## src/rtl/led_pkg.sv

```systemverilog
// Shared types for the LED fade/PWM path.
//   fade_state_t : controller FSM states (IDLE -> RAMP -> DONE -> IDLE)
//   fade_mode_t  : ramp law, LINEAR (+/- step) or EXP (shift-based, perceptual)
// The PWM/LED top and the test bench also use these types.
package led_pkg;

  typedef enum logic [1:0] {
    IDLE = 2'd0,
    RAMP = 2'd1,
    DONE = 2'd2
  } fade_state_t;

  typedef enum logic {
    LINEAR = 1'b0,
    EXP    = 1'b1
  } fade_mode_t;

endpackage

```

## src/rtl/led_fade_ctrl_tick_gen.sv

```systemverilog
// tick_gen: free-running prescaler for the fade controller.
//   clk  in  : clock
//   rst  in  : asynchronous active-high reset, counter -> 0
//   clr  in  : synchronous clear, counter -> 0 (restarts the tick period)
//   tick out : high for the single cycle in which the counter is all-ones, so
//              the edge that ends that cycle wraps the counter to zero
// The tick period is 2**PRESC_BITS clk cycles, measured from the last clear.
module tick_gen #(
  parameter int PRESC_BITS = 23
) (
  input  logic clk,
  input  logic rst,
  input  logic clr,
  output logic tick
);

  logic [PRESC_BITS-1:0] cnt_q;

  // NOTE: registers are updated with non-blocking assignments so every
  // always_ff block samples the pre-edge value of every other register.
  always_ff @(posedge clk or posedge rst) begin
    if (rst) begin
      cnt_q <= '0;
    end else if (clr) begin
      cnt_q <= '0;
    end else begin
      cnt_q <= cnt_q + PRESC_BITS'(1);
    end
  end

  assign tick = &cnt_q;

endmodule

```

## src/rtl/led_fade_ctrl.sv

```systemverilog
// led_fade_ctrl: duty source for the PWM LED stage.
// Accepts a fade command (target duty, ramp mode, step size) over valid/ready
// and ramps the duty output toward the target, one step per prescaler tick.
//   clk         in  : clock, all logic on posedge
//   rst         in  : asynchronous active-high reset (aborts any fade)
//   cmd_valid   in  : command present
//   cmd_ready   out : command can be accepted (IDLE only)
//   cmd_target  in  : duty to reach
//   cmd_mode    in  : 0 = LINEAR, 1 = EXP
//   cmd_step    in  : LINEAR increment (0 behaves as 1), ignored in EXP
//   duty        out : registered duty to the PWM
//   busy        out : ramp in progress
//   done        out : one-cycle pulse once the target has been reached
module led_fade_ctrl
  import led_pkg::*;
#(
  parameter int DUTY_BITS  = 19,
  parameter int PRESC_BITS = 23
) (
  input  logic                 clk,
  input  logic                 rst,
  input  logic                 cmd_valid,
  output logic                 cmd_ready,
  input  logic [DUTY_BITS-1:0] cmd_target,
  input  logic                 cmd_mode,
  input  logic [DUTY_BITS-1:0] cmd_step,
  output logic [DUTY_BITS-1:0] duty,
  output logic                 busy,
  output logic                 done
);

  fade_state_t          state_q, state_d;
  fade_mode_t           mode_q, mode_d;
  logic [DUTY_BITS-1:0] duty_q, duty_d;
  logic [DUTY_BITS-1:0] target_q, target_d;
  logic [DUTY_BITS-1:0] step_q, step_d;

  logic                 tick;
  logic                 presc_clr;
  logic                 going_up;
  logic [DUTY_BITS:0]   lin_sum;    // one extra bit so the sum cannot wrap
  logic [DUTY_BITS:0]   lin_diff;   // MSB set means the subtraction borrowed
  logic [DUTY_BITS:0]   exp_up;     // (duty << 1) | 1 without losing the top bit
  logic [DUTY_BITS-1:0] exp_down;
  logic [DUTY_BITS-1:0] next_duty;

  tick_gen #(
    .PRESC_BITS(PRESC_BITS)
  ) u_tick_gen (
    .clk (clk),
    .rst (rst),
    .clr (presc_clr),
    .tick(tick)
  );

  // Candidate duty for the next tick, always clamped at the target so the
  // ramp is monotonic and can never overshoot.
  // NOTE: every signal assigned in an always_comb gets a default before any
  // branch; a path that leaves one unassigned would infer a latch.
  always_comb begin
    going_up  = target_q > duty_q;
    lin_sum   = {1'b0, duty_q} + {1'b0, step_q};
    lin_diff  = {1'b0, duty_q} - {1'b0, step_q};
    exp_up    = {duty_q, 1'b1};
    exp_down  = duty_q >> 1;
    next_duty = target_q;
    if (mode_q == LINEAR) begin
      if (going_up) begin
        if (lin_sum < {1'b0, target_q}) next_duty = lin_sum[DUTY_BITS-1:0];
      end else begin
        if (!lin_diff[DUTY_BITS] && (lin_diff[DUTY_BITS-1:0] > target_q))
          next_duty = lin_diff[DUTY_BITS-1:0];
      end
    end else begin
      if (going_up) begin
        if (exp_up < {1'b0, target_q}) next_duty = exp_up[DUTY_BITS-1:0];
      end else begin
        if (exp_down > target_q) next_duty = exp_down;
      end
    end
  end

  always_comb begin
    state_d   = state_q;
    mode_d    = mode_q;
    duty_d    = duty_q;
    target_d  = target_q;
    step_d    = step_q;
    presc_clr = 1'b0;
    unique case (state_q)
      IDLE: begin
        if (cmd_valid) begin
          target_d  = cmd_target;
          mode_d    = fade_mode_t'(cmd_mode);
          step_d    = (cmd_step == '0) ? DUTY_BITS'(1) : cmd_step;
          presc_clr = 1'b1;  // first step lands a full tick period after accept
          state_d   = (cmd_target == duty_q) ? DONE : RAMP;
        end
      end
      RAMP: begin
        if (tick) begin
          duty_d = next_duty;
          if (next_duty == target_q) state_d = DONE;
        end
      end
      DONE: begin
        state_d = IDLE;
      end
      default: begin
        state_d = IDLE;
      end
    endcase
  end

  always_ff @(posedge clk or posedge rst) begin
    if (rst) begin
      state_q  <= IDLE;
      mode_q   <= LINEAR;
      duty_q   <= '0;
      target_q <= '0;
      step_q   <= DUTY_BITS'(1);
    end else begin
      state_q  <= state_d;
      mode_q   <= mode_d;
      duty_q   <= duty_d;
      target_q <= target_d;
      step_q   <= step_d;
    end
  end

  // All outputs come straight from registers or a decode of the state register.
  assign duty      = duty_q;
  assign cmd_ready = (state_q == IDLE);
  assign busy      = (state_q == RAMP);
  assign done      = (state_q == DONE);

endmodule

```

## config.mk

```make
export PLATFORM = sky130hd
export DESIGN_NAME = led_fade_ctrl
export DESIGN_NICKNAME = d
export VERILOG_FILES = /design/src/rtl/led_pkg.sv /design/src/rtl/led_fade_ctrl_tick_gen.sv /design/src/rtl/led_fade_ctrl.sv
export SDC_FILE = /design/constraint.sdc
export NUM_CORES = 1
export LEC_CHECK = 0
export ABC_AREA = 0
export BUFFER_PORTS_ARGS = -buffer_cell sky130_fd_sc_hd__buf_4
export CORE_UTILIZATION = 42
export CTS_CLUSTER_DIAMETER = 30
export DETAILED_ROUTE_END_ITERATION = 10
export PLACE_DENSITY_LB_ADDON = 0.3
export SYNTH_ARGS = -nofsm -noshare
export SYNTH_HDL_FRONTEND = slang
export SYNTH_HIERARCHICAL = 1
export SYNTH_SLANG_ARGS = --single-unit
```

## constraint.sdc

```tcl
create_clock -name clk -period 14.4 [get_ports clk]
set_input_delay 1.44 -clock clk [delete_from_list [all_inputs] [get_ports clk]]
set_output_delay 1.44 -clock clk [all_outputs]
set_load 0.01 [all_outputs]
```

; Word-level counts from Yosys, hierarchy flattened
; Cells that the tools add are included.
[word_totals]
rom_bits = 0
input_bits = 42
ramBits = 0
mem_count = 0
latchBits = 0
reg_bits = 83
word_cells = 45
[classes]
addsub = 3
div_mod_pow = 0
reduce_logical = 8
n_eq_ne = 7
mux = 16
bitwise = 0
shift = 0
order_cmp = 5
multipliers = 0
[ops]
columns = op, n
row1 = 19-bit 2-to-1 mux, 8
row2 = 20-bit by 19-bit < comparator with 1-bit output, 2
row3 = 19-bit == test, 2
row4 = 19-bit > comparator, 2
row5 = 24-bit AND reduction, 1
row6 = "23-bit by 1-bit adder with 23-bit output, second input constant", 1
row7 = 23-bit 2-to-1 mux, 1
row8 = 23-bit AND reduction, 1
row9 = 19-bit by 19-bit adder with 20-bit output, 1
row10 = 19-bit by 19-bit subtractor with 20-bit output, 1
row11 = 18-bit by 19-bit > comparator with 1-bit output, 1
row12 = 19-bit zero test, 1
row13 = 2-bit 2-to-1 mux, 4
row14 = "2-bit by 1-bit != test with 1-bit output, second input constant", 2
row15 = 2-bit case mux with 2 select lines, 1
row16 = 3-bit AND reduction, 1
row17 = "2-bit by 1-bit == test with 1-bit output, second input constant", 1
row18 = "2-bit == test, second input constant", 1
row19 = 2-bit zero test, 1
row20 = 1-bit 2-to-1 mux, 2
row21 = "2-bit != test, second input constant", 1
row22 = 2-bit AND reduction, 1
row23 = 1-bit logical AND, 1
row24 = 1-bit zero test, 1

; Depth between registers and ports, before layout
; Gate-level depths: netlist of run 1.
[logic_depth]
depth_word = 10
mapped_depth = 27
depth_no_buf = 24

; Cells and area by module
; Netlist of run 1, hierarchy kept.
[by_module_without_submodules]
columns = module, instances, seq_area_each_um2, area_per_inst_um2, cells_each
row1 = led_fade_ctrl, 1, 1502.7, 8064.0, 1016
row2 = tick_gen, 1, 575.6, 1153.6, 120

; Worst setup path before layout of run 1
; No wires, ideal clock.
[synth_timing]
kind = reg-to-reg
startpoint = register duty_q[0] (netlist: duty[0])
endpoint = register state_q[1]
path_slack_ps = 8913
n_path_buf = 1
period_less_slack_ps = 5487
setup_ps = 66
stages_incl_launch_ff = 23
arrival_ps = 5421
path_cell_list = dfrtp_1 > inv_1 > ha_1 > inv_1 > fa_1 > a21o_1 > a221oi_2 > o21ai_1 > a21bo_2 > a21oi_1 > xnor2_1 > ha_1 > and3_1 > a221o_1 > a221o_1 > a22oi_1 > a211oi_2 > buf_4 > a221oi_1 > nor3_1 > or4_1 > nor4_2 > a22o_1
[synth_between]
elab_chain_len = 9
[synth_rtl]
columns = element, line_no
row1 = "start, declared", led_fade_ctrl.sv:34  ; logic [DUTY_BITS-1:0] duty_q, duty_d;
row2 = "start signal, assigned", led_fade_ctrl.sv:125  ; duty_q <= duty_d;
row3 = 19-bit by 19-bit subtractor with 20-bit output, led_fade_ctrl.sv:63  ; lin_diff = {1'b0, duty_q} - {1'b0, step_q};
row4 = 19-bit > comparator or 1-bit zero test (tied branches), led_fade_ctrl.sv:71  ; if (!lin_diff[DUTY_BITS] && (lin_diff[DUTY_BITS-1:0] > target_q))
row5 = 1-bit logical AND, led_fade_ctrl.sv:71
row6 = 19-bit 2-to-1 mux, led_fade_ctrl.sv:71
row7 = 19-bit 2-to-1 mux, led_fade_ctrl.sv:68  ; if (going_up) begin
row8 = 19-bit 2-to-1 mux, led_fade_ctrl.sv:67  ; if (mode_q == LINEAR) begin
row9 = 19-bit == test, led_fade_ctrl.sv:103  ; if (next_duty == target_q) state_d = DONE;
row10 = 2-bit by 1-bit != test with 1-bit output (no source line), --
row11 = 3-bit AND reduction (no source line), --
row12 = "end signal, assigned", led_fade_ctrl.sv:123  ; state_q <= state_d;
row13 = "end, declared", led_fade_ctrl.sv:32  ; fade_state_t state_q, state_d;
; Parallel ways exist; a longest one is shown, timed or not. The select of a mux whose other input is x is not followed.
; A chain may end at the register's enable or synchronous reset.

; Final worst setup path of run 1
; Ends and elaborated chain as after synthesis.

==> report_table.html, run 1 <==
<table>
<tr><th>Metric</th><th>Value</th></tr>
<tr><th colspan="2">Setup path</th></tr>
<tr><td>Type of element launching the critical path</td><td>flop</td></tr>
<tr><td>Critical Path AT</td><td>6.86 ns</td></tr>
<tr><td>Crit Path Max Fanout</td><td>22</td></tr>
<tr><td>CP Buf/Inv Count</td><td>3</td></tr>
<tr><td>Ordered list of cells on the worst path</td><td>inv_1 -&gt; ha_1 -&gt; inv_1 -&gt; fa_1 -&gt; a21o_1 -&gt; a221oi_2 -&gt; o21ai_1 -&gt; a21bo_2 -&gt; a21oi_1 -&gt; xnor2_1 -&gt; ha_1 -&gt; and3_1 -&gt; a221o_1 -&gt; a221o_1 -&gt; a22oi_1 -&gt; a211oi_2 -&gt; buf_4 -&gt; a221oi_1 -&gt; o32a_1 -&gt; nand4_1 -&gt; or4b_1 -&gt; nor4_2 -&gt; a22o_1</td></tr>
<tr><td>Cell with the largest stage delay on the worst path</td><td>a221oi_1</td></tr>
<tr><td>Number of cells on the critical path</td><td>23</td></tr>
<tr><td>Longest individual stage delay on the worst path</td><td>a little over 0.6 ns</td></tr>
<tr><td>Data required time at the worst endpoint</td><td>14.70 ns</td></tr>
<tr><td>Top delay family on crit path</td><td>compound AO/OA/AOI/OAI gates</td></tr>
<tr><td>Worst-case reg-to-reg path depth</td><td>23</td></tr>
<tr><td>Kind of capture point of the worst setup path</td><td>flop</td></tr>
<tr><td>CP Class</td><td>flop to flop</td></tr>
<tr><th colspan="2">Timing</th></tr>
<tr><td>Number of hold-slack violations in the final timing report</td><td>0</td></tr>
<tr><td>RSZ-0062 raised after global routing</td><td>no</td></tr>
<tr><td>Final min period</td><td>around 6.6 ns</td></tr>
<tr><td>Crit share post-route</td><td>0.456</td></tr>
<tr><td>Final setup fails</td><td>0</td></tr>
<tr><td>Max-slew violation total from the final report</td><td>0</td></tr>
<tr><td>Max Clock Skew</td><td>around 0.010 ns</td></tr>
<tr><td>Actual slew at the worst max-slew pin</td><td>between 1 and 1.5 ns</td></tr>
<tr><td>Final critical-path setup slack</td><td>about 7.8 ns</td></tr>
<tr><td>Tightest slew margin relative to the limit</td><td>0.247</td></tr>
<tr><td>Sum of negative setup slack</td><td>0 ns</td></tr>
<tr><td>Max Clk Rate</td><td>approximately 150 MHz</td></tr>
<tr><th colspan="2">Power and ir drop</th></tr>
<tr><td>Leakage power figure</td><td>~4.7 nW</td></tr>
<tr><td>Switching component of the power</td><td>approximately 0.00012 W</td></tr>
<tr><td>Internal power component</td><td>about 0.00038 W</td></tr>
<tr><td>Clock group share of total power</td><td>0.492</td></tr>
<tr><td>Maximum vdd drop</td><td>between 0.04 and 0.05 mV</td></tr>
<tr><td>Total power density per cell area</td><td>just under 50 mW/mm2</td></tr>
<tr><td>Sequential cell fraction of total power</td><td>0.470</td></tr>
<tr><td>Fraction of power spent switching nets</td><td>0.239</td></tr>
<tr><td>Part of the power in combinational logic</td><td>0.039</td></tr>
<tr><th colspan="2">Clocking</th></tr>
<tr><td>Maximum buffer depth of the clock tree</td><td>2</td></tr>
<tr><td>Number of resized instances in the post-cts repair step</td><td>0</td></tr>
<tr><td>Clock insertion delay at the later pin of the skew report</td><td>0.36 ns</td></tr>
<tr><td>Number of levels the H-tree was split into</td><td>3</td></tr>
<tr><td>Number of setup buffers added after CTS</td><td>0</td></tr>
<tr><td>Total clock buffers created by CTS</td><td>9</td></tr>
<tr><td>Clock sink count</td><td>a little over 80</td></tr>
<tr><td>Number of hold buffers added after cts</td><td>0</td></tr>
<tr><td>CTS tree</td><td>done</td></tr>
<tr><td>Clock tree root buffer cell</td><td>clkbuf_16</td></tr>
<tr><td>Clock-pin slew on the worst setup and hold paths</td><td>approximately 0.07 ns</td></tr>
<tr><th colspan="2">Layout</th></tr>
<tr><td>Synthesis-to-layout area growth</td><td>10.5%</td></tr>
<tr><td>ANT cells</td><td>0</td></tr>
<tr><td>Leading cell type in the layout, fill and taps excluded</td><td>ha_1</td></tr>
<tr><td>Area occupied by multi-input gates</td><td>between 0.006 and 0.007 mm2</td></tr>
<tr><td>Share of cells above drive strength 1</td><td>0.104</td></tr>
<tr><td>Nets</td><td>1,347</td></tr>
<tr><td>Leading cell types in the layout, fill and taps excluded</td><td>130 x ha_1, 97 x nand2_1, 94 x o21ai_0</td></tr>
<tr><td>Final-layout fill cell count</td><td>roughly 2,100</td></tr>
<tr><td>Area occupied by registers</td><td>0.00208 mm2</td></tr>
<tr><th colspan="2">GRT</th></tr>
<tr><td>Total routing resource utilization after global routing</td><td>0.287</td></tr>
<tr><td>First-pass GRT wire length</td><td>between 40,000 and 50,000 um</td></tr>
<tr><td>Total congestion overflow</td><td>0</td></tr>
<tr><td>Pin count of the biggest net entering global routing</td><td>roughly 110</td></tr>
<tr><td>Vias in the first global route</td><td>between 8,000 and 9,000</td></tr>
<tr><td>Initial antenna violation count</td><td>0</td></tr>
<tr><th colspan="2">Worst hold path</th></tr>
<tr><td>Hold depth</td><td>2</td></tr>
<tr><td>Hold WC Path Type</td><td>flop to flop</td></tr>
<tr><th colspan="2">Synth</th></tr>
<tr><td>Synth Net Count</td><td>between 1,000 and 1,500</td></tr>
<tr><td>Post-synth top flop</td><td>dfrtp_1</td></tr>
<tr><td>FFs w/ async S/R, synth</td><td>1.00</td></tr>
<tr><td>Yosys reg bits</td><td>83</td></tr>
<tr><td>Synthesized netlist cell count</td><td>around 1,100</td></tr>
<tr><td>Area contributors post-synth</td><td>dfrtp_1 22%, ha_1 18%, o21ai_0 5.1%, a21oi_1 4.2%, nand2_1 4.0%</td></tr>
<tr><td>Area share of the largest cell type after synthesis</td><td>0.223</td></tr>
<tr><td>Post-synthesis sequential area ratio</td><td>0.225</td></tr>
<tr><td>Avg Inst Size Synth</td><td>a little over 8 um2</td></tr>
<tr><td>Count of cell types in the netlist</td><td>90</td></tr>
<tr><td>Yosys Warn Count</td><td>6</td></tr>
<tr><td>Number of synthesized flops with an enable pin</td><td>0</td></tr>
<tr><td>Total standard cell area after synthesis</td><td>roughly 0.0092 mm2</td></tr>
<tr><td>Cell type with the largest total area after synthesis</td><td>dfrtp_1</td></tr>
<tr><th colspan="2">Placed design</th></tr>
<tr><td>Detail Placement HPWL</td><td>between 20,000 and 25,000 um</td></tr>
<tr><td>Last weighted congestion value of the routability-driven placer</td><td>between 0.9 and 1</td></tr>
<tr><td>Number of buffers inserted by port buffering</td><td>63</td></tr>
<tr><td>Worst setup slack before clock tree synthesis</td><td>around 8 ns</td></tr>
<tr><th colspan="2">Drt</th></tr>
<tr><td>Via count</td><td>about 9,000</td></tr>
<tr><td>Routed wire per std cell</td><td>between 20 and 25 um</td></tr>
<tr><td>First-pass detailed-route iteration total</td><td>6</td></tr>
<tr><td>Number of nets with antenna violations after routing</td><td>0</td></tr>
<tr><td>Number of DRC violations after detailed-routing iteration 0</td><td>960</td></tr>
<tr><td>Via-to-Cell Ratio</td><td>between 6 and 7</td></tr>
<tr><td>Routed wire length</td><td>31,400 um</td></tr>
<tr><td>DRC violation count after routing</td><td>0</td></tr>
<tr><th colspan="2">Die</th></tr>
<tr><td>Boundary Pins</td><td>64</td></tr>
<tr><td>Die extent in y</td><td>~150 um</td></tr>
<tr><td>Initial Util</td><td>0.433</td></tr>
<tr><td>Die boundary width</td><td>between 150 and 200 um</td></tr>
<tr><td>Die area</td><td>about 0.023 mm2</td></tr>
<tr><td>Area of the core</td><td>around 0.021 mm2</td></tr>
<tr><td>FP Rows</td><td>53</td></tr>
<tr><th colspan="2">Run</th></tr>
<tr><td>Number of maximum-capacitance constraint violations</td><td>0</td></tr>
<tr><th colspan="2">Status</th></tr>
<tr><td>Status</td><td>finished clean</td></tr>
</table>
[cell families after synthesis]
kind of cell,after synthesis,synth area share
AOI/OAI and AO/OA,378,0.279
buffers and inverters,145,0.0660
and+or+nand+nor,334,0.187
muxes,4,0.00448
xor gates and xnor gates,60,0.0570
adders and majority gates,132,0.181
DFF,83,0.225
[flip-flops by register name, indices dropped and copies added, names as in the netlist]
name,flops
duty,19
mode_q,1
state_q,2
target_q,19
step_q,19
u_tick_gen/cnt_q,23
[power by group through the flow]
stage | Clock [W] | Sequential [W] | Combinational, W
6_report | 0.000244 | 0.000233 | 0.0000191
5_1_grt | 0.000256 | 0.000233 | 0.0000212
4_1_cts | 0.000248 | 0.000233 | 0.0000197
2_1_floorplan | 0 | 0.000238 | 0.00000572
3_3_place_gp | 0 | 0.000237 | 0.0000197
3_5_place_dp | 0 | 0.000237 | 0.0000195
[final timing paths]
check	slack (ns)	startpoint	endpoint
max in group asynchronous	12.52	rst	target_q[8]$_DFFE_PP0P_
min in group asynchronous	1.29	rst	u_tick_gen/cnt_q[0]$_DFF_PP0_
setup / recovery	7.84	duty[0]$_DFFE_PP0P_	state_q[1]$_DFFE_PP0P_
setup reg to reg	7.84	duty[0]$_DFFE_PP0P_	state_q[1]$_DFFE_PP0P_
hold reg to reg	0.53	step_q[0]$_DFFE_PP1P_	step_q[0]$_DFFE_PP1P_
hold / removal	0.53	step_q[0]$_DFFE_PP1P_	step_q[0]$_DFFE_PP1P_
[per-layer routing]
layer | wire (um) | GRT usage | share of wire | vias to the layer above
met2 | 13900 | 0.447 | 0.44 | 423
li1 | - | - | - | 4302
met5 | 0 | 0 | 0 | -
met3 | 2650 | 0.0427 | 0.084 | 70
met1 | 13900 | 0.400 | 0.44 | 4355
met4 | 963 | 0.106 | 0.031 | 0
[stage by stage]
| step | hold slack (ns) | area [um2] | instances | util | power [W] |
|---|---|---|---|---|---|
| after floorplan | 0.492 | 9220 | 1136 | - | 0.000243 |
| after global placement | 0.514 | 9890 | 1437 | 0.465 | 0.000257 |
| after detailed placement | 0.513 | 9890 | 1437 | 0.465 | 0.000257 |
| after CTS | 0.526 | 10200 | 1453 | 0.478 | 0.000500 |
| after global routing | 0.564 | 10200 | 1453 | 0.478 | 0.000511 |
| final | 0.528 | 10200 | 1453 | 0.478 | 0.000496 |
[worst reg2reg max path, cell delays in order (launching register included)]
cell      delay, ns
dfrtp_1        0.47
inv_1          0.14
ha_1           0.19
inv_1          0.06
fa_1           0.40
a21o_1         0.23
a221oi_2       0.42
o21ai_1        0.23
a21bo_2        0.26
a21oi_1        0.18
xnor2_1        0.21
ha_1           0.31
and3_1         0.19
a221o_1        0.29
a221o_1        0.36
a22oi_1        0.31
a211oi_2       0.08
buf_4          0.23
a221oi_1       0.62
o32a_1         0.27
nand4_1        0.09
or4b_1         0.57
nor4_2         0.23
a22o_1         0.17
[Yosys cell counts, types with 8 or more instances]
library cell	number
nor3_1	25
o21ai_0	94
a21o_1	17
nand4_1	15
or3_1	9
o21a_1	8
a21oi_1	77
xor2_1	25
a22oi_1	11
o31ai_1	12
ha_1	130
nand2_1	97
a31oi_1	9
buf_2	9
a211oi_1	22
and3_1	10
nor4_1	20
clkbuf_1	33
a221oi_1	13
nor2b_1	13
nand3_1	26
o211ai_1	14
or4_1	8
inv_1	91
dfrtp_1	82
a221o_1	17
xnor2_1	35
nor2_1	67
and2_1	9
[layout make-up]
| class | count | area share |
|---|---|---|
| inverters | 93 | 0.0343 |
| clock inverters | 5 | 0.00602 |
| well taps | 275 | 0.0338 |
| flip-flops and latches | 83 | 0.204 |
| clock buffers | 11 | 0.0229 |
| repair buffers | 78 | 0.0575 |
| multi-input cells | 908 | 0.642 |
Note: power is estimated with default switching activity, not from simulation.
==> inputs of run 2 (changes only) <==
clock period = 5.3 ns   (was 14.4 ns; I/O delays follow)
==> report_table.html, run 2 (same netlist as run 1, synthesis figures left out) <==
<table>
<tr><th>Metric</th><th>Value</th></tr>
<tr><th colspan="2">Clocking</th></tr>
<tr><td>Clock-pin slew on the worst setup and hold paths</td><td>0.07 ns</td></tr>
<tr><td>Clock insertion delay at the later pin of the skew report</td><td>0.36 ns</td></tr>
<tr><td>CTS tree</td><td>done</td></tr>
<tr><td>Total clock buffers created by CTS</td><td>9</td></tr>
<tr><td>Maximum buffer depth of the clock tree</td><td>2</td></tr>
<tr><td>Number of levels the H-tree was split into</td><td>3</td></tr>
<tr><td>Clock tree root buffer cell</td><td>clkbuf_16</td></tr>
<tr><td>Clock sink count</td><td>83</td></tr>
<tr><th colspan="2">Setup path</th></tr>
<tr><td>Kind of capture point of the worst setup path</td><td>flop</td></tr>
<tr><td>CP Class</td><td>flop to flop</td></tr>
<tr><td>Data required time at the worst endpoint</td><td>around 5.6 ns</td></tr>
<tr><td>Type of element launching the critical path</td><td>flop</td></tr>
<tr><td>Worst-case reg-to-reg path depth</td><td>25</td></tr>
<tr><td>Critical Path AT</td><td>5.87 ns</td></tr>
<tr><td>Crit Path Max Fanout</td><td>6</td></tr>
<tr><td>Library cell appearing most often on the critical path</td><td>buf_4</td></tr>
<tr><td>Longest individual stage delay on the worst path</td><td>0.40 ns</td></tr>
<tr><td>Cell with the largest stage delay on the worst path</td><td>dfrtp_1</td></tr>
<tr><th colspan="2">Timing</th></tr>
<tr><td>Max-slew violation total from the final report</td><td>0</td></tr>
<tr><td>Max Clock Skew</td><td>approximately 0.008 ns</td></tr>
<tr><td>Crit share post-route</td><td>1.05</td></tr>
<tr><td>Tightest slew margin relative to the limit</td><td>0.155</td></tr>
<tr><td>Final critical-path setup slack</td><td>-0.274 ns</td></tr>
<tr><td>Final setup fails</td><td>3</td></tr>
<tr><td>Actual slew at the worst max-slew pin</td><td>~1.3 ns</td></tr>
<tr><td>Max Clk Rate</td><td>179 MHz</td></tr>
<tr><td>Number of hold-slack violations in the final timing report</td><td>0</td></tr>
<tr><td>Final min period</td><td>approximately 5.6 ns</td></tr>
<tr><td>RSZ-0062 raised after global routing</td><td>yes</td></tr>
<tr><th colspan="2">Power and ir drop</th></tr>
<tr><td>Internal power component</td><td>0.000984 W</td></tr>
<tr><td>Maximum vdd drop</td><td>0.134 mV</td></tr>
<tr><td>Clock group share of total power</td><td>0.484</td></tr>
<tr><td>Total power density per cell area</td><td>114 mW/mm2</td></tr>
<tr><td>Part of the power in combinational logic</td><td>0.039</td></tr>
<tr><td>PnR Total Power</td><td>0.00133 W</td></tr>
<tr><td>Leakage power figure</td><td>~5.5 nW</td></tr>
<tr><td>Switching component of the power</td><td>0.000342 W</td></tr>
<tr><td>Fraction of power spent switching nets</td><td>0.258</td></tr>
<tr><td>Sequential cell fraction of total power</td><td>0.477</td></tr>
<tr><th colspan="2">Drt</th></tr>
<tr><td>Top routing layer in use</td><td>met4</td></tr>
<tr><td>Met2 Wirelength</td><td>14,300 um</td></tr>
<tr><td>Number of DRC violations after detailed-routing iteration 0</td><td>just under 900</td></tr>
<tr><td>Number of nets with antenna violations after routing</td><td>0</td></tr>
<tr><td>DRC violation count after routing</td><td>0</td></tr>
<tr><td>Routed wire length</td><td>about 33,000 um</td></tr>
<tr><td>Via-to-Cell Ratio</td><td>6.04</td></tr>
<tr><td>Wire length the detailed router placed on met1</td><td>15,400 um</td></tr>
<tr><td>Routed wire per std cell</td><td>roughly 20 um</td></tr>
<tr><td>Met3 routed WL</td><td>between 2000 and 2500 um</td></tr>
<tr><td>First-pass detailed-route iteration total</td><td>5</td></tr>
<tr><td>Via count</td><td>around 9,800</td></tr>
<tr><th colspan="2">Placed design</th></tr>
<tr><td>Number of buffers inserted by port buffering</td><td>63</td></tr>
<tr><td>Detail Placement HPWL</td><td>approximately 26,000 um</td></tr>
<tr><td>Worst setup slack before clock tree synthesis</td><td>-0.435 ns</td></tr>
<tr><td>Last weighted congestion value of the routability-driven placer</td><td>~1</td></tr>
<tr><th colspan="2">Die</th></tr>
<tr><td>Initial Util</td><td>0.433</td></tr>
<tr><td>Die boundary width</td><td>150 um</td></tr>
<tr><td>Boundary Pins</td><td>64</td></tr>
<tr><td>Die extent in y</td><td>around 150 um</td></tr>
<tr><td>Area of the core</td><td>between 0.02 and 0.025 mm2</td></tr>
<tr><td>FP Rows</td><td>53</td></tr>
<tr><td>Die area</td><td>between 0.02 and 0.025 mm2</td></tr>
<tr><th colspan="2">Layout</th></tr>
<tr><td>Final Util</td><td>0.548</td></tr>
<tr><td>Share of cells above drive strength 1</td><td>0.241</td></tr>
<tr><td>Leading cell types in the layout, fill and taps excluded</td><td>243 x buf_4, 127 x ha_1, 97 x nand2_1</td></tr>
<tr><td>Final-layout fill cell count</td><td>between 1,500 and 2,000</td></tr>
<tr><td>Synthesis-to-layout area growth</td><td>26.6%</td></tr>
<tr><td>Nets</td><td>1,516</td></tr>
<tr><td>Number of flip-flops in the largest register</td><td>23</td></tr>
<tr><td>Largest register by flop count</td><td>u_tick_gen/cnt_q</td></tr>
<tr><td>ANT cells</td><td>0</td></tr>
<tr><td>Leading cell type in the layout, fill and taps excluded</td><td>buf_4</td></tr>
<tr><th colspan="2">Status</th></tr>
<tr><td>Violations in the final reports</td><td>setup timing</td></tr>
<tr><td>Status</td><td>finished with violations</td></tr>
<tr><th colspan="2">GRT</th></tr>
<tr><td>Vias in the first global route</td><td>~9,400</td></tr>
<tr><td>Total congestion overflow</td><td>0</td></tr>
<tr><td>Total routing resource utilization after global routing</td><td>0.301</td></tr>
<tr><td>Initial antenna violation count</td><td>0</td></tr>
<tr><td>Pin count of the biggest net entering global routing</td><td>105</td></tr>
<tr><td>First-pass GRT wire length</td><td>approximately 51,000 um</td></tr>
<tr><th colspan="2">Run</th></tr>
<tr><td>Number of maximum-capacitance constraint violations</td><td>0</td></tr>
<tr><th colspan="2">Worst hold path</th></tr>
<tr><td>Hold WC Path Type</td><td>primary input to asynchronous set/reset pin</td></tr>
</table>
## run 2: cell types whose count changed in the layout (fill, tap and decap cells not counted), moves of 3 or more
cell      before  now
o21ai_0       94   89
dfrtp_2        0    3
a211oi_1      22   18
a221oi_1      13   10
buf_4         78  243
a211oi_2       2    5
dfrtp_1       82   79
buf_6          0    3
a21oi_1       77   74
ha_1         130  127
## run 2: repair_timing
item                                   CTS  global route
pin swaps                               17             8
hold buffers                             0             0
setup endpoints to repair                7            16
buffers inserted                         6             3
endpoints found under the hold margin    0             0
resized for setup                       23            19
## run 2: area by class of cell
class / count / area, um2 / share of cell area
sequential: 83 / 2080 / 0.178
tap: 275 / 344 / 0.0295
inverter: 93 / 349 / 0.0299
clock inverter: 7 / 58.8 / 0.00504
timing repair buffer: 247 / 1880 / 0.161
clock buffer: 9 / 225 / 0.0193
multi-input combinational: 908 / 6740 / 0.577
## run 2: worst max-delay path, delay by kind of cell, from the launching register on
family / cells / cell delay (ns)
simple gates: 6 / 0.99
fa+ha+maj: 2 / 0.62
buf+inv: 6 / 0.98
xor+xnor: 1 / 0.22
compound gates: 10 / 2.31
flops: 1 / 0.40
## run 2: final timing paths
kind                                                from                            end  slack, ns
hold / removal                                       rst  u_tick_gen/cnt_q[2]$_DFF_PP0_       0.37
setup / recovery                     duty[1]$_DFFE_PP0P_         state_q[1]$_DFFE_PP0P_      -0.27
min in group clk                             cmd_step[4]          step_q[4]$_DFFE_PP0P_       0.38
setup reg to reg                     duty[1]$_DFFE_PP0P_         state_q[1]$_DFFE_PP0P_      -0.27
max in group asynchronous                            rst            duty[0]$_DFFE_PP0P_       4.27
hold reg to reg            u_tick_gen/cnt_q[0]$_DFF_PP0_  u_tick_gen/cnt_q[0]$_DFF_PP0_       0.54
## run 2: metal layers
metal | up-vias | track usage
li1 | 4652 | -
met1 | 4655 | 0.423
met2 | 417 | 0.459
met3 | 75 | 0.0397
met4 | 0 | 0.131
met5 | - | 0
## run 2: metrics by stage
| stage | hold WS [ns] | cell area [um2] | setup TNS [ns] | instances |
|---|---|---|---|---|
| 2_1_floorplan | 0.492 | 9260 | 0 | 1136 |
| 3_3_place_gp | 0.518 | 11100 | -0.635 | 1597 |
| 3_5_place_dp | 0.524 | 11100 | -1.10 | 1597 |
| 4_1_cts | 0.376 | 11600 | -0.585 | 1619 |
| 5_1_grt | 0.379 | 11700 | -1.52 | 1622 |
| 6_report | 0.370 | 11700 | -0.542 | 1622 |
## run 2: power by group through the flow
stage               Combinational [W]  Clock [W]  Sequential [W]
global route                0.0000575   0.000674        0.000633
global placement            0.0000518          0        0.000645
finish                      0.0000513   0.000641        0.000633
floorplan                   0.0000155          0        0.000645
detailed placement          0.0000521          0        0.000645
CTS                         0.0000524   0.000649        0.000633
